`src/rtl/uart_rx_fifo.sv`:
```
// UART 8N1 receiver feeding an 8-entry show-ahead FIFO.
//
// state   | meaning
// --------+--------------------------------------------------------------
// S_IDLE  | line idle, waiting for a falling edge on rx_s
// S_START | timing to mid start bit; a high resample there is a glitch
// S_DATA  | sampling 8 data bits LSB first, one per bit period
// S_STOP  | timing to mid stop bit; high pushes the byte, low is a framing error
// S_BREAK | line stuck low after a framing error, wait for it to go high
module uart_rx_fifo #(
    parameter int CLKS_PER_BIT = 868,
    parameter int DEPTH_LOG2   = 3
) (
    input  logic                  clk,
    input  logic                  rstn,
    input  logic                  rx,
    input  logic                  rd_en,
    output logic [7:0]            data_out,
    output logic                  data_valid,
    output logic                  fifo_full,
    output logic [DEPTH_LOG2:0]   fifo_count,
    output logic                  frame_err,
    output logic                  overflow
);

    localparam int CNT_W = $clog2(CLKS_PER_BIT);
    localparam int DEPTH = 1 << DEPTH_LOG2;
    localparam logic [CNT_W-1:0]      HALF_M1 = CNT_W'(CLKS_PER_BIT / 2 - 1);
    localparam logic [CNT_W-1:0]      FULL_M1 = CNT_W'(CLKS_PER_BIT - 1);
    localparam logic [CNT_W-1:0]      CNT_ONE = CNT_W'(1);
    localparam logic [DEPTH_LOG2:0]   CNT_DEPTH = (DEPTH_LOG2+1)'(DEPTH);
    localparam logic [DEPTH_LOG2:0]   OCC_ONE = (DEPTH_LOG2+1)'(1);
    localparam logic [DEPTH_LOG2-1:0] PT_ONE = DEPTH_LOG2'(1);

    typedef enum logic [2:0] {S_IDLE, S_START, S_DATA, S_STOP, S_BREAK} state_t;

    state_t                r_state;
    logic                  r_rx_meta;
    logic                  r_rx_s;
    logic [CNT_W-1:0]      r_baud_cnt;
    logic [2:0]            r_bit_idx;
    logic [7:0]            r_shift;
    logic                  r_frame_err;

    logic [7:0]            r_mem [DEPTH];
    logic [DEPTH_LOG2-1:0] r_wr_pt;
    logic [DEPTH_LOG2-1:0] r_rd_pt;
    logic [DEPTH_LOG2:0]   r_count;
    logic [7:0]            r_data_out;
    logic                  r_overflow;

    logic                  w_push;
    logic                  w_pop;
    logic                  w_do_push;
    logic                  w_head_is_new;
    logic [DEPTH_LOG2:0]   w_count_nxt;
    logic [DEPTH_LOG2-1:0] w_rd_pt_nxt;

    // Two-flop synchroniser for the asynchronous serial line; idles high.
    always_ff @(posedge clk or negedge rstn) begin
        if (!rstn) begin
            r_rx_meta <= 1'b1;
            r_rx_s    <= 1'b1;
        end else begin
            r_rx_meta <= rx;
            r_rx_s    <= r_rx_meta;
        end
    end

    // A good stop bit hands the assembled byte to the FIFO in the same cycle.
    assign w_push = (r_state == S_STOP) && (r_baud_cnt == FULL_M1) && r_rx_s;

    // Receive FSM with baud counter; counter restarts on every state change.
    always_ff @(posedge clk or negedge rstn) begin
        if (!rstn) begin
            r_state     <= S_IDLE;
            r_baud_cnt  <= '0;
            r_bit_idx   <= '0;
            r_shift     <= '0;
            r_frame_err <= 1'b0;
        end else begin
            r_frame_err <= 1'b0;
            case (r_state)
                S_IDLE: begin
                    r_baud_cnt <= '0;
                    if (!r_rx_s) r_state <= S_START;
                end
                S_START: begin
                    if (r_baud_cnt == HALF_M1) begin
                        r_baud_cnt <= '0;
                        r_bit_idx  <= '0;
                        r_state    <= r_rx_s ? S_IDLE : S_DATA;
                    end else begin
                        r_baud_cnt <= r_baud_cnt + CNT_ONE;
                    end
                end
                S_DATA: begin
                    if (r_baud_cnt == FULL_M1) begin
                        r_baud_cnt <= '0;
                        r_shift    <= {r_rx_s, r_shift[7:1]};
                        if (r_bit_idx == 3'd7) r_state <= S_STOP;
                        else                   r_bit_idx <= r_bit_idx + 3'd1;
                    end else begin
                        r_baud_cnt <= r_baud_cnt + CNT_ONE;
                    end
                end
                S_STOP: begin
                    if (r_baud_cnt == FULL_M1) begin
                        r_baud_cnt <= '0;
                        if (r_rx_s) begin
                            r_state <= S_IDLE;
                        end else begin
                            r_frame_err <= 1'b1;
                            r_state     <= S_BREAK;
                        end
                    end else begin
                        r_baud_cnt <= r_baud_cnt + CNT_ONE;
                    end
                end
                S_BREAK: begin
                    r_baud_cnt <= '0;
                    if (r_rx_s) r_state <= S_IDLE;
                end
                default: begin
                    r_baud_cnt <= '0;
                    r_state    <= S_IDLE;
                end
            endcase
        end
    end

    // FIFO next-state: a pop frees a slot, so push-while-full succeeds with it.
    always_comb begin
        w_pop         = rd_en && (r_count != '0);
        w_do_push     = w_push && ((r_count != CNT_DEPTH) || w_pop);
        w_count_nxt   = r_count;
        if (w_do_push && !w_pop)      w_count_nxt = r_count + OCC_ONE;
        else if (!w_do_push && w_pop) w_count_nxt = r_count - OCC_ONE;
        w_rd_pt_nxt   = w_pop ? (r_rd_pt + PT_ONE) : r_rd_pt;
        // Pushed byte becomes the head only if nothing else remains after the pop.
        w_head_is_new = w_do_push && ((r_count == '0) || ((r_count == OCC_ONE) && w_pop));
    end

    // Storage array; contents are don't-care until the occupancy says otherwise.
    always_ff @(posedge clk) begin
        if (w_do_push) r_mem[r_wr_pt] <= r_shift;
    end

    // Pointers, occupancy, registered show-ahead head and overflow pulse.
    always_ff @(posedge clk or negedge rstn) begin
        if (!rstn) begin
            r_wr_pt    <= '0;
            r_rd_pt    <= '0;
            r_count    <= '0;
            r_data_out <= '0;
            r_overflow <= 1'b0;
        end else begin
            r_overflow <= w_push && !w_do_push;
            r_count    <= w_count_nxt;
            r_rd_pt    <= w_rd_pt_nxt;
            if (w_do_push) r_wr_pt <= r_wr_pt + PT_ONE;
            if (w_count_nxt != '0)
                r_data_out <= w_head_is_new ? r_shift : r_mem[w_rd_pt_nxt];
        end
    end

    assign data_out   = r_data_out;
    assign data_valid = (r_count != '0);
    assign fifo_full  = (r_count == CNT_DEPTH);
    assign fifo_count = r_count;
    assign frame_err  = r_frame_err;
    assign overflow   = r_overflow;

endmodule

```
`config.mk`:
```
export PLATFORM = sky130hd
export DESIGN_NAME = uart_rx_fifo
export DESIGN_NICKNAME = d
export VERILOG_FILES = /design/src/rtl/uart_rx_fifo.sv
export SDC_FILE = /design/constraint.sdc
export NUM_CORES = 1
export LEC_CHECK = 0
export BUFFER_PORTS_ARGS = -buffer_cell sky130_fd_sc_hd__buf_2
export CAP_MARGIN = 20
export CORE_ASPECT_RATIO = 0.8
export CORE_MARGIN = 5
export CORE_UTILIZATION = 48
export DETAILED_ROUTE_END_ITERATION = 6
export GPL_TIMING_DRIVEN = 1
export HOLD_SLACK_MARGIN = 0.03
export PLACE_DENSITY = 0.72
export SYNTH_ARGS = -nofsm -noshare
export SYNTH_HDL_FRONTEND = slang
export SYNTH_SLANG_ARGS = --single-unit
```
`constraint.sdc`:
```
create_clock -name clk -period 2.75 [get_ports clk]
set_input_delay 0.275 -clock clk [delete_from_list [all_inputs] [get_ports clk]]
set_output_delay 0.275 -clock clk [all_outputs]
set_load 0.005 [all_outputs]
```
* Yosys cells after proc, flatten, opt, wreduce, memory -nomap -nowiden *
Memories as Yosys holds them, arrays and structs flattened.
Index checks and enable logic that the tools add are counted.

storage, ports and cells
  register bits = 46
  bits in writable memories = 64
  input port bits = 4
  output and inout port bits = 16
  memories kept = 1

cells by class
  $add $sub $neg = 6
  equal/unequal tests = 17
  reductions and logical operators = 22
  muxes and demuxes = 25

memories
  memory  depth  bits a word  read ports  clocked after memory_dff  wr ports  line  text
  r_mem   8      8            1           0                         1         45    logic [7:0] r_mem [DEPTH];

operator list
  operator                                                           count
  3-bit 2-to-1 mux                                                   11
  10-bit 2-to-1 mux                                                  2
  10-bit one-hot mux with 2 select lines                             1
  3-bit one-hot mux with 5 select lines                              1
  2-bit inequality test (second input constant)                      6
  10-bit by 1-bit adder with 10-bit output (second input constant)   1
  10-bit == test (second input constant)                             1
  10-bit by 9-bit == test with 1-bit output (second input constant)  1
  3-bit by 1-bit adder with 3-bit output (second input constant)     3
  1-bit logical AND                                                  9
  4-bit 2-to-1 mux                                                   2
  8-bit 2-to-1 mux                                                   1
  4-bit nonzero test                                                 2
  3-bit by 2-bit == test with 1-bit output (second input constant)   2
  3-bit == test (second input constant)                              2
  3-bit one-hot mux with 2 select lines                              1
  6-bit AND reduction                                                1
  1-bit 2-to-1 mux                                                   5
  4-bit by 1-bit adder with 4-bit output (second input constant)     1
  4-bit by 1-bit == test with 1-bit output (second input constant)   1
  4-bit == test (second input constant)                              1
  4-bit zero test                                                    1
  4-bit inequality test (second input constant)                      1
  4-bit AND reduction                                                1
  other kinds (10)                                                   12

* Logic depth before layout (Yosys ltp) *
Gate-level depths: netlist of the first run.

  depth in word-level cells = 9
  depth in mapped cells = 10

* Least setup slack after synthesis of the first run *
Ideal clock, no wire load.

  path kind = flip-flop to flip-flop
  start = reg r_baud_cnt[0]
  end = mem r_mem[0][0] (enable)
  arrival time = 2,540 ps
  slack = -173 ps
  cell stages (with the launch flop) = 8
  data required time = 2,367 ps
  library setup time = 383 ps
  cell sequence = dfrtp_1 -> ha_1 -> nand4bb_1 -> or4_4 -> buf_6 -> buf_8 -> or3_1 -> nor3_1

on the way
  cells in the longest elaborated chain, start to end = 6

ends and longest elaborated chain
  item                                    line  text
  from (decl)                             40    logic [CNT_W-1:0] r_baud_cnt;
  from (signal assigned)                  94    r_baud_cnt <= r_baud_cnt + CNT_ONE;
  from (signal assigned)                  104   r_baud_cnt <= r_baud_cnt + CNT_ONE;
  from (signal assigned)                  117   r_baud_cnt <= r_baud_cnt + CNT_ONE;
  10-bit == test                          71    assign w_push = (r_state == S_STOP) && (r_baud_cnt == FULL_M1) && r_rx_s;
  1-bit logical AND (2 in a row)          71
  1-bit logical AND                       135   w_do_push = w_push && ((r_count != CNT_DEPTH) || w_pop);
  1-bit 2-to-1 mux                        146   if (w_do_push) r_mem[r_wr_pt] <= r_shift;
  1-bit 2-to-1 mux (not written as such)  146
  to (decl)                               45

No other way between the ends.

* Worst setup path in the final report of the first run *
  start = reg r_baud_cnt[0]
  end = reg r_data_out[2], in the netlist data_out[2]

on the way
  cells in the longest elaborated chain, start to end = 9
  elaborated cells on any way between the ends = 12

ends and longest elaborated chain
  item                              line  text
  10-bit == test *                  71
  1-bit logical AND * (2 in a row)  71
  1-bit logical AND *               135
  1-bit zero test                   138   else if (!w_do_push && w_pop) w_count_nxt = r_count - OCC_ONE;
  1-bit logical AND                 138
  4-bit 2-to-1 mux                  138
  4-bit 2-to-1 mux                  137   if (w_do_push && !w_pop) w_count_nxt = r_count + OCC_ONE;
  4-bit nonzero test                162   if (w_count_nxt != '0)
  to (signal assigned)              163   r_data_out <= w_head_is_new ? r_shift : r_mem[w_rd_pt_nxt];
  to (decl)                         49    logic [7:0] r_data_out;

Mark *: on every way between the ends. The rest lies on a longest branch, timed or not.
A chain may end at the register's enable or synchronous reset.

==> reports/summary.md, run 1 <==
Of all nets on the critical path, the largest fanout is 14. The number of setup violations in the final report was 0; the width of the chip was 130 um. The first detailed-routing pass took 4 iterations.

For the combinational share of power, the log shows 0.008. Endpoint with the worst hold slack: overflow$_DFF_PN0_. The instance count of the mapped netlist is 413, and the detail-routed net length per standard cell is 18.3 um. After global routing the overflow that remains totals 0. In this run the register-to-register setup slack is 0.12 ns. The worst path meets setup with 0.123 ns of slack. In this run, placement finished with an instance count of 583. Final hold violation count: 0. Proportion of register bits with asynchronous set or reset after synthesis: 0.418. The run gives 0 as the residual DRC count.

The final-stage net count was 464; the source-to-sink clock delay at the later pin of the worst-skew pair was 0.35 ns. Walking the worst path, the cells encountered are ha_1 > nand4bb_1 > or4_4 > and3_2 > a311oi_4 > o221ai_4 > buf_12 > mux2i_1. Endpoint of the lowest-slack register-to-register path: data_out[2]$_DFFE_PN0P_.

0 antenna diodes ended up in the layout. Clock tree synthesis found a total of 110 sinks. After synthesis the cells add up to 5550 um2. The run gives 11,400 um2 as the area of the core region.

STA classifies the critical path startpoint as a flip-flop. In this run the count of I/O pins placed on the die edge is 20. The count of pins over their slew limit was 0; the net switching fraction of the power was 0.188.

The mean instance size in the synthesized netlist came out at 13.4 um2. Final standard cell count with taps included and fillers excluded: 604. In this run the vertical extent of the chip is 106 um. Based on the critical path, the design can be clocked at up to 381 MHz.

Setup repair after global routing left no endpoint under its margin. The number of synthesized flops with an enable pin is 64, and the H-tree depth is 3. The start point of the worst hold path is rd_en.

The library cells used most frequently in the layout, excluding fill and tap cells, are sky130_fd_sc_hd__mux2i_1, sky130_fd_sc_hd__edfxtp_1, sky130_fd_sc_hd__dfrtp_1. The delay of the slowest cell on the worst path is 0.65 ns. Critical path class: reg2reg. OpenSTA, run right after detailed placement, puts the worst setup slack at 0.0951 ns.

TritonCTS built the clock tree. The netlist uses 51 different library cells. For the first-pass GRT wire length, the log shows 18.7 mm. The via-per-instance ratio is 5.71. The worst hold path was traced through 2 stages.

The run finished with clean final reports. The number of buffers and inverters on the critical path was 1. In this run the clock root is driven by a sky130_fd_sc_hd__clkbuf_16. For this design, the slowest cell found on the critical path is sky130_fd_sc_hd__or4_4.

Counting cells, the worst reg-to-reg path comes to 8. The worst setup skew after layout was 0.0146 ns. For this run, the number of Yosys warnings is 0. Synthesis produced a netlist with a net count of 426. The tools report the via count of the first global-routing pass as 3,572. Setup total negative slack on the finished layout was measured at 0 ns.

The total half-perimeter wirelength after legalization and detailed placement is 7.53 mm, and the highest ir drop seen on vdd is 330 uV. The worst slew margin relative to its limit is 0.613. The pin slew with the least headroom to its limit works out to 0.580 ns.

The post-synthesis sequential area ratio came out at 0.554. The run gives 0.175 as the overall fraction of global-route tracks in use. The tools report the startpoint of the worst register-to-register path as r_baud_cnt[0]$_DFF_PN0_. The area added between synthesis and finish was 13.7%; the row count was 35.

The relative contribution of the clock network to total power was 0.425; the detailed router's first-iteration violation count was 204. The number of antenna-violating nets in the routed design was 0; the power density relative to cell area was 486 nW/um2. The analysis attributes to cell leakage a power of 2.42 nW.

The starting utilization of the core area is 0.485, and the routed wire length is 11.1 mm. The utilization after layout is 0.552. Entering global routing, the biggest net connects 47 pins.

The run gives 2.49 mW as the design internal power. The die covers 13,800 um2. Data on the critical path arrives at its endpoint at 2.85 ns. For this design the total switching power over the nets is 0.576 mW. The number of flip-flops and latches in the synthesized netlist is 110, and the number of max-cap violations is 0.

The worst setup path is captured at a flip-flop. Share of post-route cells with drive strength above 1: 0.232. The number of antenna violations at the first check in global routing came out at 0.

For this run, the leading register cell type out of synthesis is sky130_fd_sc_hd__edfxtp_1. The clock period minus worst slack was 2.63 ns; the part of the total power dissipated in sequential elements was 0.567. Kind of cell adding the most delay to the critical path: simple AND/OR/NAND/NOR gates. Worst endpoint required time: 2.97 ns. In this run, CTS created clock tree buffers numbering 9. The library cell used most frequently in the layout, excluding fill and tap cells, is sky130_fd_sc_hd__mux2i_1.

The congestion estimate from routability-driven global placement came to 0.845. Summing over every cut layer, the via total after detailed routing is 3,449. Port buffering added 19 buffers. The clock passes through at most 2 buffers. The class of the worst hold path was in2reg. The share of the cycle needed by the critical path after routing was 0.955; the clock-pin slew reported for the worst setup and hold paths after clock tree synthesis was 0.07 ns.
[registers in the layout (all words and copies together), names as in the netlist]
register	flops
r_mem	64
r_baud_cnt	10
data_out	8
r_shift	8
fifo_count	4
r_bit_idx	3
r_rd_pt	3
r_state	3
r_wr_pt	3
frame_err	1
overflow	1
r_rx_meta	1
r_rx_s	1
[cell usage after synthesis, drive strengths merged (10+ instances only)]
master  number  share of area
clkbuf      15          0.010
dfrtp       44           0.20
edfxtp      64           0.35
inv         17          0.012
mux2        14          0.028
mux2i       73           0.13
mux4        16          0.065
nand2       12         0.0081
nand3       29          0.026
nor2        32          0.022
o211ai      10          0.016
xnor2       10          0.016
[what timing repair did]
| item | 4_1_cts | 5_1_grt |
|---|---|---|
| setup endpoints to repair | 0 | 11 |
| resized for setup | 0 | 1 |
| hold endpoints to repair | 1 | 13 |
| hold buffers | 1 | 1 |
| buffers inserted | 0 | 2 |
[cell type report]
class | count | area, um2
clock buffers | 13 | 254
clock inverters | 3 | 43.8
fillers | 930 | 5120
inverters | 18 | 67.6
multi-input cells | 264 | 2310
flip-flops and latches | 110 | 3080
well taps | 148 | 185
repair buffers | 48 | 368
[metal layers]
layer	share of wire	GRT usage	up-vias
met3	0.040	0.0392	9
li1	-	-	1621
met1	0.46	0.243	1764
met5	0	0	-
met4	0.011	0.0401	0
met2	0.49	0.281	55
[cell families (layout without fill, tap and decap cells)]
| logic type | after synthesis | in the layout | synth area share |
|---|---|---|---|
| muxes | 103 | 103 | 0.225 |
| and+or+nand+nor | 110 | 110 | 0.101 |
| buffers and inverters | 39 | 82 | 0.0318 |
| adders and majority gates | 9 | 9 | 0.0203 |
| AOI/OAI and AO/OA | 28 | 28 | 0.0449 |
| xor gates and xnor gates | 14 | 14 | 0.0221 |
| DFF | 110 | 110 | 0.554 |
[through the flow]
stage                     power, mW  hold WS [ns]  area (um2)
after floorplan                1.77       -0.0206        5560
after global placement         1.79         0.346        5940
after detailed placement       1.79         0.354        5940
after CTS                      3.09         0.129        6240
after global routing           3.16         0.279        6310
final                          3.06         0.270        6310
[power by group through the flow]
stage	Combinational [mW]	Sequential, mW	Clock [mW]
finish	0.0247	1.74	1.30
global route	0.0294	1.74	1.40
CTS	0.0213	1.74	1.33
detailed placement	0.0202	1.77	0
global placement	0.0192	1.77	0
floorplan	0.00341	1.77	0
[how the worst max path moves through the flow]
| stage | startpoint | cells after the start | to | slack, ns |
|---|---|---|---|---|
| after floorplan | r_baud_cnt[0]$_DFF_PN0_ | 7 | r_mem[4][0]$_DFFE_PP_ | 0.04 |
| after global placement | r_baud_cnt[0]$_DFF_PN0_ | 7 | data_out[0]$_DFFE_PN0P_ | 0.21 |
| after detailed placement | r_baud_cnt[0]$_DFF_PN0_ | 7 | data_out[2]$_DFFE_PN0P_ | 0.1 |
| after CTS | r_baud_cnt[0]$_DFF_PN0_ | 7 | data_out[2]$_DFFE_PN0P_ | 0.09 |
| after global routing | r_baud_cnt[0]$_DFF_PN0_ | 8 | data_out[3]$_DFFE_PN0P_ | 0.002 |
| final | r_baud_cnt[0]$_DFF_PN0_ | 8 | data_out[2]$_DFFE_PN0P_ | 0.12 |
Note: power is estimated with default switching activity, not from simulation.
==> run 2, diff against run 1 <==
--- a/config.mk
+++ b/config.mk
@@ -9,11 +9,11 @@
 export CAP_MARGIN = 20
 export CORE_ASPECT_RATIO = 0.8
 export CORE_MARGIN = 5
-export CORE_UTILIZATION = 48
+export CORE_UTILIZATION = 40
 export DETAILED_ROUTE_END_ITERATION = 6
 export GPL_TIMING_DRIVEN = 1
 export HOLD_SLACK_MARGIN = 0.03
-export PLACE_DENSITY = 0.72
+export PLACE_DENSITY = 0.63
 export SYNTH_ARGS = -nofsm -noshare
 export SYNTH_HDL_FRONTEND = slang
 export SYNTH_SLANG_ARGS = --single-unit
==> reports/summary.md, run 2 (synthesis results as in run 1) <==
The number of iterations in the first detailed-routing pass was 5 (+1); the via-per-instance ratio was 5.45 (-4.5%). The CTS buffer count is 9 (unchanged). The worst hold slack is 0.290 ns (+0.0198 ns). The starting utilization of the core area was 0.408 (-0.0774); the number of I/O pins was 20 (unchanged). The largest registers in the layout are r_mem: 64 flops, r_baud_cnt: 10 flops. The pin count of the biggest net entering global routing was 47 (unchanged). The most common cell after layout, fill and taps aside was sky130_fd_sc_hd__mux2i_1. In the layout the commonest cells are sky130_fd_sc_hd__mux2i_1, sky130_fd_sc_hd__edfxtp_1, sky130_fd_sc_hd__dfrtp_1. The final global-route overflow total was 0 (unchanged); the row count was 38 (+8.6%). The logs give 2.91 ns (+0.06 ns) for the worst path arrival time and 0.598 mW (+3.9%) for the net switching power figure. The run gives 3,451 (+0.058%) as the via count.

The worst setup path is launched from a flip-flop. The run gives 0.34 ns (about the same) as the source-to-sink clock delay at the later pin of the worst-skew pair. For the via count of the first global-routing pass, the log shows 3,478 (-2.6%).

The run gives 3 (unchanged) as the H-tree depth. The category of the worst setup path capture point is a flip-flop. The run finished with clean final reports. The tools report the top achievable clock speed as 378 MHz (-0.78%). The area added between synthesis and finish was 15.0%; the routed wire length was 11.4 mm (+3.1%).

The number of sinks handled by clock tree synthesis was 110 (unchanged); the share of post-route cells with drive strength above 1 was 0.234 (+0.00154). The relative contribution of the clock network to total power is 0.439 (+0.014), and the highest ir drop seen on vdd is 319 uV (-3.3%). The number of flip-flops under the largest register name was 64 (unchanged); the width of the chip was 142 um (+8.8%).

For the worst slack at placement, the log shows 0.0802 ns (-0.0149 ns). The leakage power summed over all cells came out at 2.41 nW (-0.44%). The run gives 13,600 um2 (+19%) as the area of the core region. The run gives 0.008 (about the same) as the combinational share of power. The maximum clock insertion buffer count was 2 (unchanged). The run gives 0 ns (unchanged) as the final sum of negative setup slack. The overall die area is 16,300 um2 (+18%).

The final hold violation count was 0 (unchanged). The total half-perimeter wirelength after legalization and detailed placement was 7.50 mm (-0.47%). Setup repair after global routing left no endpoint under its margin. The die extent in y works out to 115 um (+8.6%).

The power density relative to cell area came out at 492 nW/um2 (+1.4%). The first-pass GRT wire length is 18.4 mm (-1.4%), and the number of max-cap violations is 0 (unchanged). The maximum fanout along the worst path was 8 (-6); the worst setup skew after layout was 0.00597 ns (-0.00862 ns). The number of antenna-violating nets in the routed design is 0 (unchanged), and the pin slew with the least headroom to its limit is 0.591 ns (+0.0107 ns). Class of the worst hold path: in2reg.

The number of setup violations in the final report was 0 (unchanged); the number of antenna violations at the first check in global routing was 0 (unchanged). The clock-pin slew reported for the worst setup and hold paths after clock tree synthesis was 0.07 ns (about the same); the worst endpoint required time was 3.01 ns (+0.04 ns). The residual DRC count was 0 (unchanged). The detail-routed net length per standard cell works out to 18.0 um (-1.6%).

The number of port buffers was 19 (unchanged). CTS placed an instance of sky130_fd_sc_hd__clkbuf_16 at the clock tree root. For the part of the total power dissipated in sequential elements, the log shows 0.553 (-0.014). The run gives 2.54 mW (+2.3%) as the design internal power.

The tools report the detailed router's first-iteration violation count as 247 (+21%). The count of pins over their slew limit is 0 (unchanged), and the share of the cycle needed by the critical path after routing is 0.963 (+0.00747). The logs give 0.606 (-0.00716) for the worst slew margin relative to its limit and 0.145 (-0.0295) for the overall fraction of global-route tracks in use. The logs give 0 (unchanged) for the number of antenna repair diodes and 0.103 ns (-0.0205 ns) for the post-route worst setup slack. TritonCTS built the clock tree.

For the final-stage net count, the log shows 461 (-0.65%). The net switching fraction of the power works out to 0.190 (+0.00236). Critical path class: reg2reg. Register bank with the most flops: r_mem. The clock period minus worst slack is 2.65 ns (+0.0205 ns), and the routability congestion estimate from global placement is 0.915 (+8.3%).
run 2: cell count changes in the layout (fill, tap and decap cells not counted), sizes merged:
cell	delta
inv	-1
buf	-4
clkinvlp	+1
bufinv	+1
clkbuf	-4
or4	+1
clkinv	+3
run 2: cell type report:
| class | count | area [um2] |
|---|---|---|
| Inverter | 18 | 67.6 |
| Clock inverter | 7 | 98.8 |
| Timing Repair Buffer | 44 | 338 |
| Tap cell | 180 | 225 |
| Multi-Input combinational cell | 265 | 2350 |
| Clock buffer | 9 | 225 |
| Fill cell | 1213 | 7220 |
| Sequential cell | 110 | 3080 |
run 2: per-stage QoR:
step                      cells   util  cell area [um2]  power, mW
final                       633  0.469             6380       3.14
after global routing        633  0.469             6380       3.25
after CTS                   629  0.462             6290       3.17
after detailed placement    612  0.438             5950       1.79
after global placement      612  0.438             5950       1.79
after floorplan             413      -             5560       1.77
run 2: layer usage:
layer	global-route usage	part of all wire	up-vias
met1	0.206	0.48	1744
met2	0.231	0.47	82
met5	0	0	-
met4	0.0390	0.0067	0
li1	-	-	1619
met3	0.0299	0.040	6
run 2: what timing repair did:
action                     in CTS  in global routing
gates resized for setup         0                  4
setup endpoints to repair       0                  8
setup buffers                   0                  1
hold buffers                    1                  1
hold endpoints to repair        1                 13
run 2: critical path, stage by stage (launching register included):
cell and delay (ns):
sky130_fd_sc_hd__dfrtp_1 0.42, sky130_fd_sc_hd__ha_1 0.29, sky130_fd_sc_hd__nand4bb_4 0.17, sky130_fd_sc_hd__or4_4 0.63, sky130_fd_sc_hd__and3_2 0.27, sky130_fd_sc_hd__a311oi_4 0.29
sky130_fd_sc_hd__o221ai_4 0.14, sky130_fd_sc_hd__buf_12 0.17, sky130_fd_sc_hd__mux2i_1 0.17
run 2: worst paths after layout:
path	from	end	slack (ns)	depth (start not counted)
worst min-delay path	rd_en	overflow$_DFF_PN0_	0.29	2
max in group asynchronous	rstn	r_rx_meta$_DFF_PN1_	1.77	3
worst max-delay path	r_baud_cnt[0]$_DFF_PN0_	data_out[0]$_DFFE_PN0P_	0.10	8
worst min register to register	r_rx_meta$_DFF_PN1_	r_rx_s$_DFF_PN1_	0.36	0
min in group asynchronous	rstn	data_out[3]$_DFFE_PN0P_	0.40	2
worst max register to register	r_baud_cnt[0]$_DFF_PN0_	data_out[0]$_DFFE_PN0P_	0.10	8
run 2: power groups by stage:
| stage | combinational [mW] | clock [mW] | sequential [mW] |
|---|---|---|---|
| 2_1_floorplan | 0.00341 | 0 | 1.77 |
| 3_3_place_gp | 0.0200 | 0 | 1.77 |
| 3_5_place_dp | 0.0213 | 0 | 1.77 |
| 4_1_cts | 0.0223 | 1.41 | 1.74 |
| 5_1_grt | 0.0300 | 1.48 | 1.74 |
| 6_report | 0.0258 | 1.38 | 1.74 |
==> run 3, diff against run 2 <==
==> config.mk (replaced) <==
export PLATFORM = sky130hd
export DESIGN_NAME = uart_rx_fifo
export DESIGN_NICKNAME = d
export VERILOG_FILES = /design/src/rtl/uart_rx_fifo.sv
export SDC_FILE = /design/constraint.sdc
export NUM_CORES = 1
export LEC_CHECK = 0
export CAP_MARGIN = 20
export CORE_ASPECT_RATIO = 0.8
export CORE_UTILIZATION = 40
export DETAILED_ROUTE_END_ITERATION = 6
export DONT_BUFFER_PORTS = 1
export GPL_TIMING_DRIVEN = 1
export HOLD_SLACK_MARGIN = 0.03
export PLACE_DENSITY = 0.59
export SYNTH_ARGS = -nofsm -noshare
export SYNTH_HDL_FRONTEND = slang
export SYNTH_SLANG_ARGS = --single-unit
==> constraint.sdc (replaced) <==
create_clock -name clk -period 2.6 [get_ports clk]
set_input_delay 0.26 -clock clk [delete_from_list [all_inputs] [get_ports clk]]
set_output_delay 0.26 -clock clk [all_outputs]
set_load 0.005 [all_outputs]
==> reports/summary.md, run 3 (synthesis results as in run 1) <==
For the number of setup violations in the final report, the log shows 0 (unchanged). Endpoint of the worst setup timing path: data_out[7]$_DFFE_PN0P_. Source-to-sink clock delay at the later pin of the worst-skew pair: 0.34 ns (about the same). The sort of element at the start of the critical path is a flip-flop. Final hold violation count: 0 (unchanged). The tools report the top achievable clock speed as 398 MHz (+5.3%).

The overall fraction of global-route tracks in use was 0.172 (+0.0263). The delay of the slowest cell on the worst path works out to 0.62 ns (about the same). Starting utilization of the core area: 0.409 (+0.00143). The slowest stage cell on the critical path is sky130_fd_sc_hd__or4_4. The area of the core region came out at 13,600 um2 (-0.35%). The relative contribution of the clock network to total power is 0.402 (-0.037). The detail-routed net length per standard cell is 18.4 um (+1.9%).

Number of iterations in the first detailed-routing pass: 4 (-1). STA classifies the critical path endpoint as a flip-flop. The number of flip-flops under the largest register name is 64 (unchanged). Among cell families on the critical path, the largest total delay comes from simple AND/OR/NAND/NOR gates.

The tools report the post-route worst setup slack as 0.0861 ns (-0.0168 ns). The library cell used most frequently in the layout, excluding fill and tap cells, is sky130_fd_sc_hd__mux2i_1. The clock period minus worst slack was 2.51 ns (-0.133 ns).

The share of post-route cells with drive strength above 1 is 0.216 (-0.0178). The routed wire length came out at 11.5 mm (+0.46%). TritonCTS built the clock tree.

Ranked by flip-flop count, first place goes to r_mem. The part of the total power dissipated in sequential elements is 0.589 (+0.036). The via count came out at 3,360 (-2.6%). The worst setup slack for register-to-register paths was 0.09 ns (-0.02 ns); the worst path arrival time was 2.77 ns (-0.14 ns). The tools report the number of antenna violations at the first check in global routing as 0 (unchanged). The area added between synthesis and finish is 14.1%. The number of port buffers was 0 (-19); the share of the cycle needed by the critical path after routing was 0.967 (+0.00429).

The startpoint identified for the worst register-to-register timing path is r_baud_cnt[1]$_DFF_PN0_. The first-pass GRT wire length came out at 18.6 mm (+1.0%). The via count of the first global-routing pass came out at 3,455 (-0.66%).

The top cell types in the final layout, fill and taps aside, are sky130_fd_sc_hd__mux2i_1, sky130_fd_sc_hd__edfxtp_1, sky130_fd_sc_hd__dfrtp_1. The worst slew margin relative to its limit was 0.611 (+0.00480). The worst hold path belongs to the class in2reg. The die extent in y works out to 107 um (-6.9%). The net switching power figure was 0.628 mW (+5.0%); the net switching fraction of the power was 0.201 (+0.0110). Traced cell by cell, the critical path runs through ha_4 > nand4bb_4 > or4_4 > clkbuf_4 > a31oi_4 > a311oi_4 > o221ai_4 > buf_4 > mux2i_1. The via-per-instance ratio is 5.38 (-1.2%), and the maximum fanout along the worst path is 8 (unchanged).

The run gives 20 (unchanged) as the number of I/O pins. Detailed router's first-iteration violation count: 212 (-14%). The final global-route overflow total is 0 (unchanged). The logs give 0.137 ns (-0.153 ns) for the worst hold slack and 0 (unchanged) for the number of max-cap violations. The leakage power summed over all cells is 2.35 nW (-2.3%).

The pin count of the biggest net entering global routing came out at 47 (unchanged). The design internal power came out at 2.49 mW (-2.1%). For the CTS buffer count, the log shows 9 (unchanged). The critical path in this run is classified as reg2reg. The run gives 2.86 ns (-0.15 ns) as the worst endpoint required time.

The pin slew with the least headroom to its limit was 0.584 ns (-0.00720 ns); the combinational share of power was 0.009 (about the same). The logic depth of the worst setup path including buffers is 9 (+1), and the clock-pin slew reported for the worst setup and hold paths after clock tree synthesis is 0.07 ns (about the same). The total half-perimeter wirelength after legalization and detailed placement came out at 7.36 mm (-1.8%). The largest registers in the layout are r_mem: 64 flops, r_baud_cnt: 10 flops.

Number of antenna repair diodes: 0 (unchanged). The tools report the number of sinks handled by clock tree synthesis as 110 (unchanged). Final-stage net count: 452 (-2.0%). The tools report the utilization after layout as 0.467 (-0.00186). The run finished with clean final reports. The worst setup skew after layout was 0.00852 ns (+0.00255 ns).

The run gives 38 (unchanged) as the row count. The highest ir drop seen on vdd is 326 uV (+2.1%). The worst slack at placement came out at -0.000432 ns (-0.0806 ns). The power density relative to cell area is 492 nW/um2 (about the same), and the number of antenna-violating nets in the routed design is 0 (unchanged). The run gives 0.855 (-6.7%) as the routability congestion estimate from global placement. The overall die area is 14,300 um2 (-12%). The worst reg-to-reg path cell count works out to 9 (+1).

Residual DRC count: 0 (unchanged). The worst setup path startpoint is r_baud_cnt[1]$_DFF_PN0_. The tree is rooted in a sky130_fd_sc_hd__clkbuf_16. The endpoint identified for the worst register-to-register timing path is data_out[7]$_DFFE_PN0P_. The maximum clock insertion buffer count is 2 (unchanged), and the count of pins over their slew limit is 0 (unchanged). The width of the chip came out at 134 um (-5.6%).

The total power of the final layout was 3.12 mW (-0.75%); the number of buffers and inverters on the critical path was 2 (+1). The tools report the H-tree depth as 3 (unchanged).
## run 3: area by class of cell
class                           count  area [um2]
Tap cell                          180         225
Timing Repair Buffer               36         327
Sequential cell                   110        3080
Clock inverter                      6        38.8
Inverter                           18        67.6
Multi-Input combinational cell    264        2370
Clock buffer                       10         229
Fill cell                        1207        7220
## run 3: power groups by stage
| stage | clock [mW] | combinational (mW) | sequential [mW] |
|---|---|---|---|
| finish | 1.25 | 0.0276 | 1.84 |
| global route | 1.34 | 0.0318 | 1.84 |
| CTS | 1.29 | 0.0292 | 1.84 |
| detailed placement | 0 | 0.00440 | 1.87 |
| global placement | 0 | 0.00435 | 1.87 |
| floorplan | 0 | 0.00361 | 1.87 |
## run 3: per-stage QoR
step,std cells,setup TNS [ns],cell area [um2]
2_1_floorplan,413,-3.05,5560
4_1_cts,619,0,6230
5_1_grt,624,-0.0563,6330
3_3_place_gp,599,0,5900
6_report,624,0,6330
3_5_place_dp,599,-0.000432,5900
## run 3: repair_timing
action                                  4_1_cts  5_1_grt
hold buffers                                  4        0
endpoints found under the setup margin        8       72
setup buffers                                 0        5
endpoints found under the hold margin        48        0
gates resized for setup                       1        8
pin swaps                                     1        3
## run 3: worst min-delay path by stage
| stage | end | cells past startpoint | start | slack (ns) |
|---|---|---|---|---|
| floorplan | data_out[0]$_DFFE_PN0P_ | 0 | rstn | -0.04 |
| global placement | fifo_count[3]$_DFF_PN0_ | 0 | rstn | -0.03 |
| detailed placement | fifo_count[2]$_DFF_PN0_ | 0 | rstn | -0.03 |
| CTS | r_rd_pt[0]$_DFF_PN0_ | 2 | rd_en | 0.12 |
| global route | r_rd_pt[0]$_DFF_PN0_ | 2 | rd_en | 0.14 |
| finish | r_rd_pt[0]$_DFF_PN0_ | 2 | rd_en | 0.14 |
## run 3: layer usage
layer / track usage / vias to the layer above / wire, um / share of wire
li1: - / 1599 / - / -
met1: 0.247 / 1703 / 5750 / 0.50
met2: 0.265 / 46 / 5260 / 0.46
met3: 0.0330 / 12 / 300 / 0.026
met4: 0.0487 / 0 / 159 / 0.014
met5: 0 / - / 0 / 0
## run 3: worst register-to-register path, stage by stage (launching register included)
cell,delay (ns)
sky130_fd_sc_hd__dfrtp_1,0.43
sky130_fd_sc_hd__ha_4,0.19
sky130_fd_sc_hd__nand4bb_4,0.12
sky130_fd_sc_hd__or4_4,0.62
sky130_fd_sc_hd__clkbuf_4,0.23
sky130_fd_sc_hd__a31oi_4,0.23
sky130_fd_sc_hd__a311oi_4,0.06
sky130_fd_sc_hd__o221ai_4,0.18
sky130_fd_sc_hd__buf_4,0.17
sky130_fd_sc_hd__mux2i_1,0.21
